File: config.mk
export PLATFORM = sky130hd
export DESIGN_NAME = timer_display_scan
export DESIGN_NICKNAME = d
export VERILOG_FILES = /design/src/rtl/timer_display_scan.sv
export SDC_FILE = /design/constraint.sdc
export NUM_CORES = 1
export LEC_CHECK = 0
export ABC_AREA = 1
export CORE_MARGIN = 3
export CORE_UTILIZATION = 30
export DETAILED_ROUTE_END_ITERATION = 12
export PLACE_DENSITY_LB_ADDON = 0.25
export SLEW_MARGIN = 5
export SYNTH_ARGS = -nofsm -noshare
export SYNTH_HDL_FRONTEND = slang
export SYNTH_SLANG_ARGS = --single-unit
File: constraint.sdc
create_clock -name Clk -period 3 [get_ports Clk]
set_clock_uncertainty 0.15 [all_clocks]
set_input_delay 0.6 -clock Clk [delete_from_list [all_inputs] [get_ports Clk]]
set_output_delay 0.6 -clock Clk [all_outputs]
set_load 0.05 [all_outputs]
File: src/rtl/timer_display_scan.sv
// ---------------------------------------------------------------------------
// timer_display_scan
//
// Multiplexed common-anode seven-segment scanner for the BCD outputs of a
// timer10 counter chain. One digit is lit at a time for SCAN_DIV cycles.
// A shadow register captures new digits on `load`. The visible display
// register copies the shadow only at frame boundaries, so a frame is never
// torn. Non-BCD codes are shown as a dash. A `rollover` pulse starts a
// flash sequence in which every odd-numbered frame of the countdown is dark.
//
// Optional feature (compile-time macro):
//   TIMER_DISP_LZ_BLANK_EN - blank leading zeros (digit 0 is always shown,
//                            and non-BCD codes count as nonzero).
// ---------------------------------------------------------------------------
module timer_display_scan #(
   parameter int DIGITS       = 4,     // 1..8, digit 0 is least significant
   parameter int SCAN_DIV     = 1000,  // cycles per digit slot, >= 2
   parameter int FLASH_FRAMES = 8      // 1..255 frames of flashing
) (
   input  logic                  Clk,
   input  logic                  reset,
   input  logic [4*DIGITS-1:0]   digits_in,
   input  logic                  load,
   input  logic                  rollover,
   input  logic                  enable,
   output logic [6:0]            seg,
   output logic [DIGITS-1:0]     an,
   output logic                  frame_tick,
   output logic                  flashing
);

   localparam int DIV_W = (SCAN_DIV > 1) ? $clog2(SCAN_DIV) : 1;
   localparam int IDX_W = (DIGITS > 1) ? $clog2(DIGITS) : 1;

   localparam logic [DIV_W-1:0] DIV_LAST   = DIV_W'(SCAN_DIV - 1);
   localparam logic [IDX_W-1:0] IDX_LAST   = IDX_W'(DIGITS - 1);
   localparam logic [7:0]       FLASH_LOAD = 8'(FLASH_FRAMES);

   // Segment pattern for one BCD code, active low {g,f,e,d,c,b,a}.
   function automatic logic [6:0] decode_bcd(input logic [3:0] code);
      logic [6:0] pattern;
      case (code)
         4'd0:    pattern = 7'b1000000;
         4'd1:    pattern = 7'b1111001;
         4'd2:    pattern = 7'b0100100;
         4'd3:    pattern = 7'b0110000;
         4'd4:    pattern = 7'b0011001;
         4'd5:    pattern = 7'b0010010;
         4'd6:    pattern = 7'b0000010;
         4'd7:    pattern = 7'b1111000;
         4'd8:    pattern = 7'b0000000;
         4'd9:    pattern = 7'b0010000;
         default: pattern = 7'b0111111;   // dash for 10..15
      endcase
      return pattern;
   endfunction

   // Architectural state
   logic [4*DIGITS-1:0] shadow_q, shadow_d;
   logic [4*DIGITS-1:0] disp_q,   disp_d;
   logic [DIV_W-1:0]    div_q,    div_d;
   logic [IDX_W-1:0]    idx_q,    idx_d;
   logic [7:0]          flash_q,  flash_d;

   // Registered outputs
   logic [6:0]          seg_q,    seg_d;
   logic [DIGITS-1:0]   an_q,     an_d;
   logic                frame_tick_q, frame_tick_d;

   // Decode helpers
   logic                frame_end;
   logic [3:0]          cur_digit;
   logic                cur_blank;
   logic [DIGITS-1:0]   lz_blank;

   // Per-digit leading-zero blank mask, derived from the visible display
   // register so blanking changes only at frame boundaries.
`ifdef TIMER_DISP_LZ_BLANK_EN
   logic zero_run;

   always_comb begin
      // NOTE: every variable assigned in a combinational block gets a default
      // first; a path that leaves one unassigned would infer a latch.
      lz_blank = '0;
      zero_run = 1'b1;
      for (int i = DIGITS - 1; i >= 1; i--) begin
         zero_run    = zero_run && (disp_q[4*i +: 4] == 4'd0);
         lz_blank[i] = zero_run;
      end
   end
`else
   assign lz_blank = '0;
`endif

   // Select the digit addressed by the scan index and its blank flag.
   always_comb begin
      cur_digit = '0;
      cur_blank = 1'b0;
      for (int i = 0; i < DIGITS; i++) begin
         if (idx_q == IDX_W'(i)) begin
            cur_digit = disp_q[4*i +: 4];
            cur_blank = lz_blank[i];
         end
      end
   end

   // Scan divider, digit index, buffering and flash counter next state.
   always_comb begin
      shadow_d = shadow_q;
      disp_d   = disp_q;
      div_d    = div_q;
      idx_d    = idx_q;
      flash_d  = flash_q;

      frame_end = enable && (div_q == DIV_LAST) && (idx_q == IDX_LAST);

      // The shadow keeps accepting new digits even while scanning is frozen.
      if (load) begin
         shadow_d = digits_in;
      end

      if (enable) begin
         if (div_q == DIV_LAST) begin
            div_d = '0;
            idx_d = (idx_q == IDX_LAST) ? '0 : idx_q + 1'b1;
         end else begin
            div_d = div_q + 1'b1;
         end
      end

      // The display takes the shadow as it stood before this edge, so a load
      // landing on the boundary is seen one frame later.
      if (frame_end) begin
         disp_d = shadow_q;
         if (flash_q != 8'd0) begin
            flash_d = flash_q - 8'd1;
         end
      end

      // A new rollover restarts the sequence and beats a boundary decrement.
      if (rollover) begin
         flash_d = FLASH_LOAD;
      end
   end

   // Output stage: segment and anode patterns for the current slot.
   always_comb begin
      seg_d        = 7'h7F;
      an_d         = '1;
      frame_tick_d = frame_end;

      if (enable) begin
         seg_d = decode_bcd(cur_digit);
         // Odd flash count darkens the whole frame.
         if (!flash_q[0] && !cur_blank) begin
            for (int i = 0; i < DIGITS; i++) begin
               if (idx_q == IDX_W'(i)) begin
                  an_d[i] = 1'b0;
               end
            end
         end
      end
   end

   // State and output registers with asynchronous active-high reset.
   always_ff @(posedge Clk or posedge reset) begin
      if (reset) begin
         shadow_q     <= '0;
         disp_q       <= '0;
         div_q        <= '0;
         idx_q        <= '0;
         flash_q      <= '0;
         seg_q        <= 7'h7F;
         an_q         <= '1;
         frame_tick_q <= 1'b0;
      end else begin
         // NOTE: sequential state uses non-blocking assignments so every flop
         // samples pre-edge values regardless of statement order.
         shadow_q     <= shadow_d;
         disp_q       <= disp_d;
         div_q        <= div_d;
         idx_q        <= idx_d;
         flash_q      <= flash_d;
         seg_q        <= seg_d;
         an_q         <= an_d;
         frame_tick_q <= frame_tick_d;
      end
   end

   assign seg        = seg_q;
   assign an         = an_q;
   assign frame_tick = frame_tick_q;
   assign flashing   = (flash_q != 8'd0);

endmodule

Word level (Yosys, flattened, before mapping)
Memories as Yosys holds them, arrays and structs flattened.
Index checks and enable logic that the tools add are counted.
{ "word_totals": {"in_bits": 21, "out_inout_bits": 13, "romBits": 112, "n_memories": 1, "ff_bits": 64, "wordCells": 40} }
{ "memory_table": {"columns": ["memory", "depth", "width", "read_ports", "rd_ports_with_merged_regs", "wr", "line_no", "text"], "rows": [
  ["(no name shown)", 16, 7, 1, 0, 0, "42", "case (code)"]
]} }
{ "classes": {"n_mux": 16, "n_addsub": 3, "eq_ne": 4, "reduce_logical": 8} }
{ "op_table": {"columns": ["op", "n"], "rows": [
  ["$mux 4", 6],
  ["$mux 8", 3],
  ["$add 10x1->10 const B", 1],
  ["$eq 10x10->1 const B", 1],
  ["$mux 10", 1],
  ["$reduce_bool 8->1", 1],
  ["$sub 8x1->8 const B", 1],
  ["$mux 7", 1],
  ["$eq 2x2->1 const B", 2],
  ["$mux 1", 4],
  ["$reduce_and 2->1", 2],
  ["$reduce_bool 2->1", 2],
  ["$add 2x1->2 const B", 1],
  ["$eq 2x1->1 const B", 1],
  ["$logic_and 1x1->1", 2],
  ["$logic_not 2->1", 1],
  ["$mux 2", 1]
]} }

Logic depth before layout (Yosys ltp)
Gate-level depths: netlist of the first run.
An unclocked memory read counts as a cell.
{ "depth": {"ltp_word": 7, "depth_mapped": 14, "mapped_depth_nobuf": 13} }

Least setup slack after synthesis of the first run
Ideal clock, no wire load.
{ "synth_timing": {"kind": "reg2reg", "start": "register idx_q[0]", "end": "register seg_q[3] (netlist: seg[3])", "setup_ns": 0.061, "synth_period_minus_slack_ns": 1.942, "stages_incl_launch_ff": 14, "setup_slack_ns": 1.058, "path_buffers": 1, "arrival_time_ns": 1.732, "required_ns": 2.789, "path_cell_list": "dfrtp_1 -> inv_1 -> ha_1 -> buf_4 -> a21oi_1 -> nand2_1 -> a21oi_4 -> inv_1 -> ha_1 -> inv_1 -> nand2_1 -> nand2_1 -> nand2_1 -> nand2_1"} }
{ "synth_via": {"elab_chain_cells": 7, "word_cells_on_any_way": 10, "cone_classes": "3 x eq/ne; 5 x mux; 1 x reduce/logical; 1 x memory"} }
{ "synth_rtl": {"columns": ["item", "line_no", "text"], "rows": [
  ["start, declared", "62", "logic [IDX_W-1:0] idx_q, idx_d;"],
  ["start signal, assigned", "182", "idx_q <= idx_d;"],
  ["$logic_not 2->1", "100", "if (idx_q == IDX_W'(i)) begin"],
  ["$mux 4 (3 in series)", "100", null],
  ["$mux 4 (*)", "100", null],
  ["$mem_v2 16x7 (*)", null, null],
  ["$mux 7 (*)", "152", "if (enable) begin"],
  ["net seg_d[3]", "66", "logic [6:0] seg_q, seg_d;"],
  ["end signal, assigned", "184", "seg_q <= seg_d;"],
  ["end, declared", "66", null]
]} }
The timed path passes the listed nets; every way through them passes the cells marked *.
A chain may end at the register's enable or synchronous reset.

Worst setup path in the final report of the first run
{ "layout_timing": {"start": "register flash_q[0]", "end": "output port flashing"} }
{ "layout_via": {"elab_chain_cells": 1} }
{ "layout_rtl": {"columns": ["item", "line_no", "text"], "rows": [
  ["start, declared", "63", "logic [7:0] flash_q, flash_d;"],
  ["start signal, assigned", "183", "flash_q <= flash_d;"],
  ["$reduce_bool 8->1", "193", "assign flashing = (flash_q != 8'd0);"],
  ["end, declared", "29", "output logic flashing"]
]} }
Every way passes these cells.

==> results of run 1 <==
state kept, by name, summed over array words and instances, names as in the netlist:
signal	flops
idx_q	2
seg	7
frame_tick	1
div_q	10
flash_q	8
shadow_q	16
disp_q	16
an	4
cells in the mapped netlist, types with 2 or more instances:
cell type and n:
nand3_1 27, nor3_1 2, dfrtp_1 53, a21oi_1 13, nor2_2 3, dfstp_2 11
nand4_1 4, inv_2 4, buf_2 3, inv_1 45, o21ai_0 23, nand2_1 104
ha_1 8, mux2_2 4, clkbuf_1 4, xor2_1 3, o21ai_1 14, nor2_1 24
cell type report:
type	count	share of cell area (%)
clock inverters	3	1.75
repair buffers	37	9.75
clock buffers	13	4.00
flip-flops and latches	64	43.4
inverters	49	4.94
multi-input cells	238	31.7
well taps	133	4.47
kinds of logic after synthesis:
family                   after synthesis  synth area share, %
AO/OA/AOI/OAI                         54                 9.60
XOR/XNOR                               3                0.869
AND/OR/NAND/NOR                      169                 23.7
flip-flops                            64                 53.4
multiplexers                           4                 1.49
buffers and inverters                 58                 7.69
adder cells (fa/ha/maj)                8                 3.31
worst max-delay path, delay by kind of cell, from the launching register on:
family,cells,cell delay (ns)
buf+inv,2,0.52
flops,1,0.38
simple gates,3,0.29
fa+ha+maj,1,0.19
power by group through the flow:
stage	Clock [uW]	Combinational [uW]	Sequential, uW
5_1_grt	868	241	996
4_1_cts	825	209	984
3_3_place_gp	0	205	997
3_5_place_dp	0	208	998
2_1_floorplan	0	140	993
6_report	798	204	983
metrics by stage:
step	power, uW	std cells	hold slack (ns)	util, %	worst slack (ns)
5_1_grt	2100	537	0.376	38.1	0.395
2_1_floorplan	1130	360	0.299	-	0.670
4_1_cts	2020	537	0.344	38.0	0.103
3_5_place_dp	1210	521	0.326	35.8	0.496
6_report	1990	537	0.337	38.1	0.525
3_3_place_gp	1200	521	0.319	35.8	0.528
routing by layer:
layer	part of all wire (%)	wire (um)
met4	1.3	75
met1	48	2810
met2	46	2710
met5	0	0
met3	4.5	266
how the worst max path moves through the flow:
stage                 to  cells after the start  startpoint  slack [ns]
2_1_floorplan  disp_q[0]                      1       reset        0.67
3_3_place_gp    flashing                      6  flash_q[0]        0.53
3_5_place_dp    flashing                      6  flash_q[0]        0.50
4_1_cts         flashing                      6  flash_q[0]        0.10
5_1_grt         flashing                      6  flash_q[0]        0.40
6_report        flashing                      6  flash_q[0]        0.53
==> metrics.txt, run 1 <==
Post-Syn Instances 360; Worst-Margin Slew 0.497 ns; worst r2r path cells 13; area delta synth->final 23.0%; DR WL/cell about 11 um; FF/Latch Area between 1500 and 2000 um^2; top post-synthesis cells by area dfrtp_1 (44%), nand2_1 (13%), dfstp_2 (9.6%), inv_1 (5.6%), nand3_1 (4.5%); initial core utilization 31.0%; Starting DRT DRC Count 74; switching power 473 uW; most frequent cells in the layout nand2_1 (104), dfrtp_1 (53), inv_1 (44); Synth cell types 29; crit path time final 2.47 ns; Yosys reg bits 64; Worst-Skew Late Latency 0.33 ns; Static Leakage 0.00178 uW; Core Box Area 9770 um^2; Pint 1510 uW; first-pass GRT wire length 10600 um; M3 GR Usage 3.64%; gr ovfl total 0; Reg-to-Reg Start idx_q[0]; # IOs 34; number of flops mapped to enable cells by yosys 0; CP max FO 8; yosys warns 0; count of final setup violators 0; Total GRT Usage 11.6%; reg2reg end seg[3]; Routed WL 5860 um; Sink Count between 60 and 70; ys flop type dfrtp_1; Multi-input gate area 1180 um^2; peak supply drop 0.000290 V; commonest non-fill, non-tap cell in the layout nand2_1; dpl cell area 3500 um^2; layout cell share with drive strength beyond 1 11.1%; # DRC 0; reg2reg setup slack just under 0.7 ns; cts hold-fix bufs 0; TritonRoute pass-1 iters 4; Slew Viols, Final 0; Antenna diodes 0; outcome finished, final reports clean; post-synth net total 389; slew margin rel. 66.8%; chip width approximately 110 um; max incr delay on CP 0.38 ns; postcts setup bufs 0; P per Cell Area 534 nW/um^2; nets around 430; Clock Power Share 40.2%; Slowest-stage cell, CP dfrtp_1; Sw Ratio 23.8%; HP Start shadow_q[11]; CP required around 2.3 ns; syn avg cell area 8.40 um^2; # H-tree levels 3; CTS Buffer Depth 2; met2 Usage GRT 18.9%; pin count of the biggest net entering global routing 34; total die area 11300 um^2; Placer Congestion 0.854; Setup TNS 0 ns; # port buffers 33; most used cell, CP nand2_1; Hold Crit Class reg -> reg; grt met1 use 14.7%; Root Buffer clkbuf_8; Die Y 106 um; Clock transition at path regs around 0.07 ns; fmax 404 MHz; initial antenna violation count 0; Fin. Hold Viols 0; vias in the first global route 2355; async set-reset flop share out of synthesis 100%; synthesized area 3030 um^2; post-synthesis sequential area ratio 53.4%; Crit. End Element output port; Detail Route Antenna Nets 0; CP Launch Type flip-flop; period utilization 82.5%; cell taking the most area after synthesis dfrtp_1; top-area cell type share of the netlist area 43.8%; worst hold endpoint disp_q[11]; via count around 2400; post-DP HPWL roughly 4400 um; # fillers 1023; CP Cell Sequence inv_1 > ha_1 > nand2_1 > nor2_1 > nand2_1 > dlymetal6s2s_1; CP arrival 1.72 ns; Design Area, Final ~3700 um^2; vias per inst 4.42; GRT busiest layer met2; PostCTS Resize Cnt 0; num rows 36; CTS tree built; max cap viols 0; Reg power frac 49.5%; number of buffers created by CTS 9; hold depth 2; Combinational Power Share 10.3%; kind of critical path reg -> out; RSZ-0062 raised after global routing false
No activity file was read; power rests on OpenSTA's default activity.
==> run 2, diff against run 1 <==
clock period = 2.06 ns   (was 3 ns; I/O delays follow)
==> run 2 against run 1 <==
  * Setup slack worse by 0.44 ns
  * Highest routed layer unchanged
  * Critical path depth shrank 1
  * Die area unchanged
  * Critical endpoint unchanged
  * Largest power group unchanged
  * Flip-flop and latch count unchanged
  * Global-route usage hardly changed
  * Total power increased by 36%
==> metrics.txt, run 2 (synthesis gave the netlist of run 1 again) <==
reg2reg setup slack 0.15 ns; kind of critical path reg -> out; CTS Buffer Depth 2; Starting DRT DRC Count 72; non-filler cells, final 555; peak supply drop about 0.00032 V; outcome finished, final reports clean; Slew Viols, Final 0; area delta synth->final 28.7%; CP max FO 4; WHS 0.329 ns; Clock transition at path regs 0.08 ns; max cap viols 0; CP Capture Point flashing; # port buffers 33; Core Box Area 9770 um^2; RSZ-0062 raised after global routing true; num rows 36; fin util 39.8%; CP arrival 1.41 ns; Worst-Skew Late Latency 0.35 ns; layout cell share with drive strength beyond 1 22.3%; vias per inst 4.34; worst r2r path cells 13; # fillers just over 1000; Antenna diodes 0; # IOs 34; vias in the first global route 2253; nets 446; Setup TNS 0 ns; Static Leakage 0.00187 uW; Sink Count 64; most frequent cells in the layout nand2_1 (103), dfrtp_1 (52), inv_1 (40); gr ovfl total 0; slew margin rel. approximately two thirds; fmax 507 MHz; Cells after DPL 535; Routed WL 6120 um; Worst Setup Slack, final 0.0892 ns; # DRC 0; Total GRT Usage a little under an eighth; Setup WS pre-CTS -0.0100 ns; # H-tree levels 3; first-pass GRT wire length ~10000 um; cts hold-fix bufs 0; CP required 1.50 ns; Fin. Hold Viols 0; chip width about 110 um; period utilization 95.7%; P per Cell Area 696 nW/um^2; Crit. End Element output port; count of final setup violators 0; Die Y 106 um; Top Registers disp_q (16), shadow_q (16), div_q (10); total die area between 10000 and 15000 um^2; Critical path origin flash_q[4]; initial core utilization 31.0%; commonest non-fill, non-tap cell in the layout nand2_1; Reg-to-Reg Start idx_q[0]; initial antenna violation count 0; crit path time final 1.97 ns; CTS tree built; pin count of the biggest net entering global routing 65; number of buffers created by CTS 9; Worst-Margin Slew 0.502 ns; Root Buffer clkbuf_8; post-DP HPWL 4350 um; Hold Crit Class in -> async; CP Launch Type flip-flop; via count 2406; Detail Route Antenna Nets 0; TritonRoute pass-1 iters 4; DR WL/cell around 11 um; reg2reg end seg[3]; Placer Congestion about 0.83
==> run 2: worst min-delay path by stage <==
stage / from / endpoint / slack (ns) / cells after the start
finish: reset / div_q[5] / 0.33 / 3
global route: disp_q[0] / disp_q[0] / 0.38 / 2
CTS: div_q[6] / div_q[6] / 0.35 / 1
detailed placement: shadow_q[11] / disp_q[11] / 0.32 / 2
global placement: shadow_q[11] / disp_q[11] / 0.31 / 2
floorplan: shadow_q[10] / disp_q[10] / 0.30 / 2
==> run 2: through the flow <==
step           total power [uW]  instance area (um^2)
6_report                   2710                  3890
5_1_grt                    2900                  3890
4_1_cts                    2760                  3780
3_5_place_dp               1760                  3590
3_3_place_gp               1760                  3590
2_1_floorplan              1650                  3030
==> run 2: what timing repair did <==
item	in CTS	in global routing
pin swaps	0	5
endpoints found under the setup margin	1	8
buffers inserted	0	4
cloned	0	0
gates resized for setup	2	23
==> run 2: per-layer routing <==
metal | vias up | share of wire [%] | wire [um] | track usage (%)
met1 | 1099 | 49 | 3010 | 15.1
met3 | 8 | 4.4 | 271 | 4.13
met2 | 35 | 45 | 2770 | 17.9
met5 | - | 0 | 0 | 0
li1 | 1264 | - | - | -
met4 | 0 | 1.0 | 62 | 4.29
==> run 2: critical path: stages (launching register included) <==
cell     delay (ns)
dfrtp_1        0.41
nor2_2         0.17
inv_1          0.10
nor2_4         0.13
nand2_2        0.10
buf_8          0.16
==> run 2: cell type report <==
class / count / area [um^2] / share of cell area, %
Clock buffer: 9 / 124 / 3.18
Clock inverter: 7 / 53.8 / 1.38
Inverter: 49 / 190 / 4.88
Multi-Input combinational cell: 238 / 1250 / 32.2
Sequential cell: 64 / 1620 / 41.5
Tap cell: 133 / 166 / 4.27
Timing Repair Buffer: 55 / 488 / 12.5
==> run 2: where the power goes <==
part / switching [uW] / internal, uW / leakage, uW / total (uW)
Sequential: 68.5 / 1360 / 0.000772 / 1430
Clock: 529 / 446 / 0.0000827 / 974
Combinational: 173 / 130 / 0.00101 / 303
Total: 771 / 1940 / 0.00187 / 2710
==> run 3, diff against run 2 <==
ABC_AREA = not set   (was 1)
==> run 3 against run 2 <==
  * The run now ends with negative setup slack left
  * Worst hold slack lost 0.068 ns
  * Largest cell class unchanged
  * Largest power group unchanged
  * Via count is 8.3% lower
  * Non-clock buffer count is 24 higher
==> metrics.txt, run 3 <==
Die Y 105 um; gr ovfl total 0; Static Leakage between 0.0015 and 0.002 uW; count leader, synth dfrtp_1; area delta synth->final 41.2%; Detail Route Antenna Nets 0; reg2reg setup slack -0.02 ns; worst r2r path cells 7; DR WL/cell 13.9 um; top-area cell type share of the netlist area 45.1%; Fin. Hold Viols 0; Hold Crit Class in -> async; CP Launch Type flip-flop; outcome finished, violations left; Antenna diodes 0; vias in the first global route 2225; Crit. End Element flip-flop; via count 2207; Synth cell types between 40 and 50; Routed WL ~6400 um; Highest Signal Layer met4; first-pass GRT wire length 10800 um; Clock transition at path regs 0.07 ns; max cap viols 0; count of final setup violators 1; # DRC 0; Sink Count 64; Slew Viols, Final 0; TritonRoute pass-1 iters 4; CP required 2.16 ns; Worst Setup Slack, final -0.0151 ns; Post-Route M1 WL roughly 2900 um; # H-tree levels 3; Post-Syn Instances 250; reg2reg end seg[3]; CP arrival approximately 2.2 ns; DR WL met2 about 3200 um; # IOs 34; vias per inst about 4.8; num rows 35; most frequent cells in the layout dfrtp_1 (51), buf_4 (51), mux2_2 (31); peak supply drop 0.000297 V; nets 357; Reg-to-Reg Start idx_q[1]; slew margin rel. 66.6%; Placer Congestion 0.730; # port buffers 33; number of buffers created by CTS 9; period utilization 101%; pin count of the biggest net entering global routing 33; number of flops mapped to enable cells by yosys 0; CTS tree built; chip width ~100 um; Worst-Skew Late Latency 0.34 ns; Setup TNS -0.0151 ns; ys flop type dfrtp_1; Total GRT Usage 12.3%; CTS Buffer Depth 2; Worst-Margin Slew 0.500 ns; non-filler cells, final 462; yosys warns 0; kind of critical path reg -> reg; Critical path origin idx_q[1]; violated checks negative setup slack; RSZ-0062 raised after global routing true; Root Buffer clkbuf_8; synthesized area 2940 um^2; Synth top cells by count dfrtp_1 (53), mux2_2 (31), nand2_1 (16), nor2_1 (13), o21ai_0 (13); CP max FO 6; top post-synthesis cells by area dfrtp_1 (45%), mux2_2 (12%), dfstp_2 (9.8%), ha_1 (3.4%), o21ai_0 (2.2%); post-synthesis sequential area ratio a little over half; Yosys reg bits 64; initial core utilization a little under a third; initial antenna violation count 0; async set-reset flop share out of synthesis 100%; met3 wire length 245 um; fmax ~480 MHz; total die area 11000 um^2; FF/Latch Area 1620 um^2; Starting DRT DRC Count between 80 and 90; cts hold-fix bufs 0; post-DP HPWL 4530 um; Top Registers disp_q (16), shadow_q (16), div_q (10); syn avg cell area 11.8 um^2; Cells after DPL 435; # fillers roughly 940; Core Box Area 9370 um^2; cell taking the most area after synthesis dfrtp_1; crit path time final 2.08 ns; P per Cell Area just under 700 nW/um^2; Multi-input gate area 1420 um^2; post-synth net total 279; layout cell share with drive strength beyond 1 45.9%
## run 3: cell types whose count changed after synthesis, moves of 4 or more
| cell | before | now |
|---|---|---|
| a211oi_1 | 0 | 6 |
| inv_1 | 45 | 10 |
| mux2_2 | 4 | 31 |
| nand2_1 | 104 | 16 |
| nand3_1 | 27 | 5 |
| nand3b_1 | 0 | 5 |
| nor2_1 | 24 | 13 |
| nor2b_1 | 0 | 5 |
| o21ai_0 | 23 | 13 |
| o21ai_1 | 14 | 0 |
| or4_1 | 0 | 4 |
| xnor2_1 | 0 | 5 |
## run 3: worst max-delay path by stage
| stage | to | slack [ns] |
|---|---|---|
| floorplan | seg[3] | 0.008 |
| global placement | disp_q[10] | -0.21 |
| detailed placement | flash_q[4] | -0.24 |
| CTS | seg[3] | -0.02 |
| global route | seg[5] | -0.1 |
| finish | seg[3] | -0.02 |
## run 3: cell families (layout without fill, tap and decap cells)
family,Yosys count,count (layout),share of synthesized area (%)
multiplexers,34,34,12.9
buffers and inverters,23,106,3.45
AO/OA/AOI/OAI,44,44,10.0
flip-flops,64,64,55.0
adder cells (fa/ha/maj),8,8,3.41
XOR/XNOR,6,6,1.79
AND/OR/NAND/NOR,71,71,13.5
## run 3: final cells by class
cell class / count / share of cell area [%]
clock buffers: 13 / 3.83
clock inverters: 3 / 0.965
flip-flops and latches: 64 / 39.0
multi-input cells: 163 / 34.1
repair buffers: 79 / 17.1
well taps: 129 / 3.89
inverters: 11 / 1.15
## run 3: worst max-delay path, stage by stage, from the launching register on
cell,delay [ns]
dfrtp_2,0.44
buf_4,0.15
ha_4,0.17
buf_4,0.15
nor3b_2,0.16
a211o_1,0.31
buf_6,0.15
a311o_1,0.31
## run 3: power breakdown
| part | total, uW | internal, uW | leakage, uW | switching, uW |
|---|---|---|---|---|
| Combinational | 337 | 181 | 0.000865 | 156 |
| Sequential | 1410 | 1350 | 0.000787 | 59.0 |
| Clock | 1080 | 622 | 0.000103 | 459 |
## run 3: repair_timing
action | in CTS | in global routing
gates resized for setup | 23 | 26
buffers inserted | 6 | 5
pin swaps | 2 | 10
setup endpoints to repair | 17 | 21
## run 3: per-stage QoR
step	hold WS (ns)	power [uW]	worst slack [ns]	instance area, um^2	util [%]
global route	0.275	2960	-0.0987	4150	44.3
finish	0.262	2830	-0.0151	4150	44.3
floorplan	0.296	1610	0.00818	2940	-
detailed placement	0.338	1770	-0.240	3660	39.0
global placement	0.312	1760	-0.207	3660	39.0
CTS	0.262	2870	-0.0228	4010	42.8
## run 3: layer usage
metal / vias up / GRT usage, %
li1: 1050 / -
met1: 1100 / 15.3
met2: 49 / 20.1
met3: 8 / 3.27
met4: 0 / 5.53
met5: - / 0
==> edit 1, RTL diff (settings of run 2) <==
The output `an` loses its register stage (`an_q` becomes a continuous assignment).
--- a/src/rtl/timer_display_scan.sv
+++ b/src/rtl/timer_display_scan.sv
@@ -172,5 +172,4 @@
          flash_q      <= '0;
          seg_q        <= 7'h7F;
-         an_q         <= '1;
          frame_tick_q <= 1'b0;
       end else begin
@@ -183,8 +182,9 @@
          flash_q      <= flash_d;
          seg_q        <= seg_d;
-         an_q         <= an_d;
          frame_tick_q <= frame_tick_d;
       end
    end
+
+   assign an_q = an_d;
 
    assign seg        = seg_q;
Formal check against the unedited RTL: not equivalent (Yosys sat finds a counterexample within 4 cycles, from zero or initial values and one cycle with reset high).
==> edit 1 against run 2 <==
Register-to-register slack is essentially flat; count of clock-buffer cells in the layout is the same; sequential cell count shrank 4; synthesized cell count shrank 2.2%; first-iteration DRC count shrank 5.6%; design area grew 1.5%; setup slack lost 0.042 ns; area after synthesis shrank 2.4%; routed wire length shrank 3.1%; global-route usage shrank 0.24 points; fmax shrank 2.1%; largest cell class unchanged.
Power is not compared: it rests on default switching activity, and its combinational part moved more than twofold at a synthesized area within 25%.
==> edit 1: results (changes against run 2) <==
| Metric | Value |
|---|---|
| Non-filler cells, final | `545 (-1.8%)` |
| Yosys cell types | `32 (+10%)` |
| First-pass GRT wire length | `10.21 mm (-2.4%)` |
| WP data arrival | `1.45 ns (+0.04 ns)` |
| Layout cells sized above 1 | `25.24% (+3.0 points)` |
| Maximum clock path buffer count | `2 (unchanged)` |
| Status | `finished clean` |
| DP Wirelength | `4.292 mm (-1.2%)` |
| Met3 wire len | `259 um (-4.4%)` |
| DP Area | `3578 sq um (-0.45%)` |
| Routability cong. | `0.8139 (-2.3%)` |
| Slowest cell on the critical path | `dfrtp_2` |
| Placed cells | `523 (-2.2%)` |
| R2R Setup Slk | `0.15 ns (about the same)` |
| CTS root buffer | `clkbuf_8` |
| DR iter-0 viols | `68 (-5.6%)` |
| Place WS | `0.01831 ns (+0.02835 ns)` |
| Slowest cell delay on critical path | `0.45 ns (+0.04 ns)` |
| Drt pass-1 iters | `5 (+1)` |
| Syn nets | `381 (-2.1%)` |
| Met2 Wirelength | `2.821 mm (+1.7%)` |
| Worst Max-Slew Pin Slew | `0.4853 ns (-0.01678 ns)` |
| GRT Overall Usage | `11.40% (-0.24 points)` |
| Top Family by Delay on Critical Path | `simple AND/OR/NAND/NOR gates` |
| Largest net degree at the start of global routing | `39 (-40%)` |
| Vias per Instance | `4.246 (-2.1%)` |
| FF-to-FF Start | `idx_q[1]` |
| WL final | `5.929 mm (-3.1%)` |
| Initial antenna violation count | `0 (unchanged)` |
| Gate count of the mapped netlist | `352 (-2.2%)` |
| Fraction of registers with async set/reset | `100.0% (unchanged)` |
| Post-synthesis sequential area ratio | `51.12% (-2.3 points)` |
| M1 WL | `2.780 mm (-7.6%)` |
| Final layout net count | `440 (-1.3%)` |
| Commonest cells post-synth | `nand2_1 (98), dfrtp_1 (53), inv_1 (44), o21ai_0 (39), nand3_1 (22)` |
| Vias in the first global route | `2,229 (-1.1%)` |
| Synth top area cells | `dfrtp_1 (45%), nand2_1 (12%), o21ai_0 (6.6%)` |
edit 1: worst reg2reg max path, stage by stage, from the launching register on:
cell and delay [ns]:
dfrtp_2 0.47, inv_4 0.10, ha_4 0.15, inv_1 0.07, nand3_1 0.07, nand2_1 0.10
a21oi_4 0.14, inv_1 0.09, ha_4 0.27, inv_1 0.03, nand2_1 0.05, nand2_1 0.05
nand2_1 0.05, nand2_1 0.05
edit 1: worst max-delay path by stage:
stage	start	slack, ns	to	cells after the start
after floorplan	reset	0.02	disp_q[0]	1
after global placement	enable	0.02	div_q[7]	9
after detailed placement	enable	0.02	disp_q[2]	7
after CTS	flash_q[1]	-0.04	flashing	6
after global routing	flash_q[2]	-0.03	flashing	5
final	flash_q[2]	0.05	flashing	5
edit 1: cells by family (layout without fill, tap and decap cells):
| group | count (synthesis) | in the layout | share of synthesized area, % |
|---|---|---|---|
| simple gates | 161 | 161 | 24.44 |
| compound gates | 62 | 62 | 12.16 |
| flops | 60 | 60 | 51.12 |
| buf+inv | 57 | 121 | 7.709 |
| fa+ha+maj | 8 | 8 | 3.389 |
| xor+xnor | 4 | 4 | 1.186 |
edit 1: layer usage:
layer | vias up | GRT usage (%)
li1 | 1235 | -
met1 | 1033 | 14.73
met2 | 39 | 17.99
met3 | 7 | 3.491
met4 | 0 | 4.217
met5 | - | 0
edit 1: repair_timing:
action / 4_1_cts / 5_1_grt
pin swaps: 0 / 6
hold endpoints to repair: 0 / 0
hold buffers: 0 / 0
endpoints found under the setup margin: 5 / 11
buffers inserted: 0 / 6
resized for setup: 8 / 25
gates cloned: 0 / 0
edit 1: area by class of cell:
| class | instances | area (sq um) |
|---|---|---|
| clock inverter | 7 | 76.32 |
| tap | 129 | 161.4 |
| multi-input combinational | 235 | 1335 |
| clock buffer | 9 | 123.9 |
| inverter | 48 | 185.2 |
| fill | 941 | 5461 |
| sequential | 60 | 1515 |
| timing repair buffer | 57 | 556.8 |
edit 1: power by group through the flow:
stage / Clock [mW] / Combinational [mW] / Sequential, mW
floorplan: 0 / 0.647 / 1.52
global placement: 0 / 0.904 / 1.53
detailed placement: 0 / 0.912 / 1.54
CTS: 1.11 / 0.928 / 1.51
global route: 1.16 / 1.18 / 1.56
finish: 1.07 / 1.05 / 1.52
edit 1: per-stage QoR:
stage	hold WS (ns)	total power, mW	utilization, %
finish	0.1530	3.643	41.99
global route	0.1722	3.897	41.99
CTS	0.1459	3.548	40.47
detailed placement	0.3226	2.448	38.01
global placement	0.3208	2.436	38.01
floorplan	0.2961	2.171	-
==> edit 2, RTL diff (flow settings as in run 2) <==
Made on the original files. `SCAN_DIV`: 1000 -> 250.
--- a/src/rtl/timer_display_scan.sv
+++ b/src/rtl/timer_display_scan.sv
@@ -15,5 +15,5 @@
 module timer_display_scan #(
    parameter int DIGITS       = 4,     // 1..8, digit 0 is least significant
-   parameter int SCAN_DIV     = 1000,  // cycles per digit slot, >= 2
+   parameter int SCAN_DIV     = 250,  // cycles per digit slot, >= 2
    parameter int FLASH_FRAMES = 8      // 1..255 frames of flashing
 ) (
Function: same outputs for any inputs over 10 cycles, from zero or initial values and one cycle with reset high; that may be too few to reach the edited logic, so the function may still have changed.
==> edit 2 against run 2 <==
Area after synthesis down 3.0%; routed wire length down 8.0%; fmax about the same; design area down 2.5%; sequential cell count down 2; setup slack better by 0.00057 ns; synthesized cell count down 4.7%.
Power is not compared: it rests on default switching activity, and its combinational part moved more than twofold at a synthesized area within 25%.
==> edit 2: results (changes against run 2) <==
| Metric | Value |
|---|---|
| Syn nets | `373 (-4.1%)` |
| Hold endpoint | `disp_q[14]` |
| Post-synthesis sequential area ratio | `53.32% (-0.066 points)` |
| Initial antenna violation count | `0 (unchanged)` |
| DP Wirelength | `4.056 mm (-6.6%)` |
| Final layout net count | `423 (-5.2%)` |
| Hold slack | `0.3403 ns (+0.01090 ns)` |
| Fraction of registers with async set/reset | `100.0% (unchanged)` |
| GRT Overall Usage | `10.91% (-0.74 points)` |
| Largest net degree at the start of global routing | `63 (-3.1%)` |
| RR Endpoint | `seg[3]` |
| WP data arrival | `1.41 ns (about the same)` |
| Power Density | `roughly 1400 nW/um^2` |
| Drt pass-1 iters | `4 (unchanged)` |
| Largest regs | `disp_q (16), shadow_q (16)` |
| Routability cong. | `0.8704 (+4.5%)` |
| Worst min-delay path class | `reg2reg` |
| Wire per inst | `10.68 um (-3.1%)` |
| Finish-stage setup viols | `0 (unchanged)` |
| First-pass GRT wire length | `9.680 mm (-7.5%)` |
| R2R Setup Slk | `0.15 ns (about the same)` |
| Port bufs | `33 (unchanged)` |
| Layout cells sized above 1 | `22.36% (+0.087 points)` |
| # diodes | `0 (unchanged)` |
| Commonest cells post-synth | `nand2_1 (102), dfrtp_1 (51), inv_1 (44), o21ai_0 (40), nand3_1 (17)` |
| Synth top area cells | `dfrtp_1 (43%), nand2_1 (13%), dfstp_2 (9.8%)` |
| Maximum clock path buffer count | `2 (unchanged)` |
| Top Family by Delay on Critical Path | `flip-flops` |
| Routed vias | `2,245 (-6.7%)` |
| Slowest cell delay on critical path | `0.44 ns (+0.03 ns)` |
| Slowest cell on the critical path | `dfrtp_2` |
| FF-to-FF Start | `idx_q[1]` |
| Synth Flop Type | `dfrtp_1` |
| Place WS | `0.03612 ns (+0.04617 ns)` |
| Peak supply drop | `0.4656 mV` |
| R2r worst-path depth | `13 (unchanged)` |
| Fillers | `961 (-6.3%)` |
| Worst Max-Slew Pin Slew | `0.5244 ns (+0.02231 ns)` |
| Status | `finished clean` |
| CP max FO | `4 (unchanged)` |
| Skew-Pair Late Insertion Delay | `0.34 ns` |
| Total internal power | `3.146 mW` |
| Yosys cell types | `30 (+3.4%)` |
| Critical hold path startpoint | `disp_q[14]` |
| Clock transition at the registers of the reported paths | `0.07 ns` |
| DR iter-0 viols | `78 (+8.3%)` |
| Leak | `1.841 nW` |
edit 2: metrics by stage:
stage          cells  total power [mW]  area [sq um]  setup TNS, ns
2_1_floorplan    343             3.495          2939              0
3_3_place_gp     506             4.080          3468              0
3_5_place_dp     506             4.106          3468              0
4_1_cts          524             5.284          3702              0
5_1_grt          527             5.799          3795      -0.001383
6_report         527             5.362          3795              0
edit 2: how the worst max path moves through the flow:
stage               startpoint       end  slack (ns)  cells after the start
floorplan             idx_q[0]    seg[3]        0.11                     13
global placement      idx_q[1]    seg[3]        0.06                     13
detailed placement    idx_q[0]    seg[3]        0.04                     13
CTS                 flash_q[2]  flashing        0.01                      5
global route          idx_q[1]    seg[3]      -0.001                     13
finish              flash_q[2]  flashing        0.09                      5
edit 2: final cells by class:
class                      count  area share, %
sequential                    62          41.35
multi-input combinational    224          32.15
timing repair buffer          48          11.94
inverter                      48          4.913
tap                          129          4.253
clock buffer                   9          3.264
clock inverter                 7          2.143
edit 2: power groups by stage:
stage	Clock (mW)	Sequential, mW	Combinational (mW)
global route	1.18	2.03	2.59
floorplan	0	2.19	1.30
finish	1.08	1.98	2.30
CTS	1.13	1.96	2.20
global placement	0	1.98	2.10
detailed placement	0	1.98	2.12
edit 2: per-layer routing:
metal	routed length, um	global-route usage [%]
met5	0	0
met4	71	3.468
met3	219	4.015
met2	2522	17.28
met1	2814	13.84
edit 2: timing repair:
action / CTS / global route
hold buffers: 0 / 0
pin swaps: 1 / 2
setup buffers: 2 / 3
cloned: 0 / 0
setup endpoints to repair: 2 / 9
resized for setup: 4 / 19
edit 2: cell families after synthesis:
family	share of synthesized area, %
buf+inv	7.672
simple gates	22.17
flops	53.32
compound gates	11.51
fa+ha+maj	3.836
xor+xnor	1.492
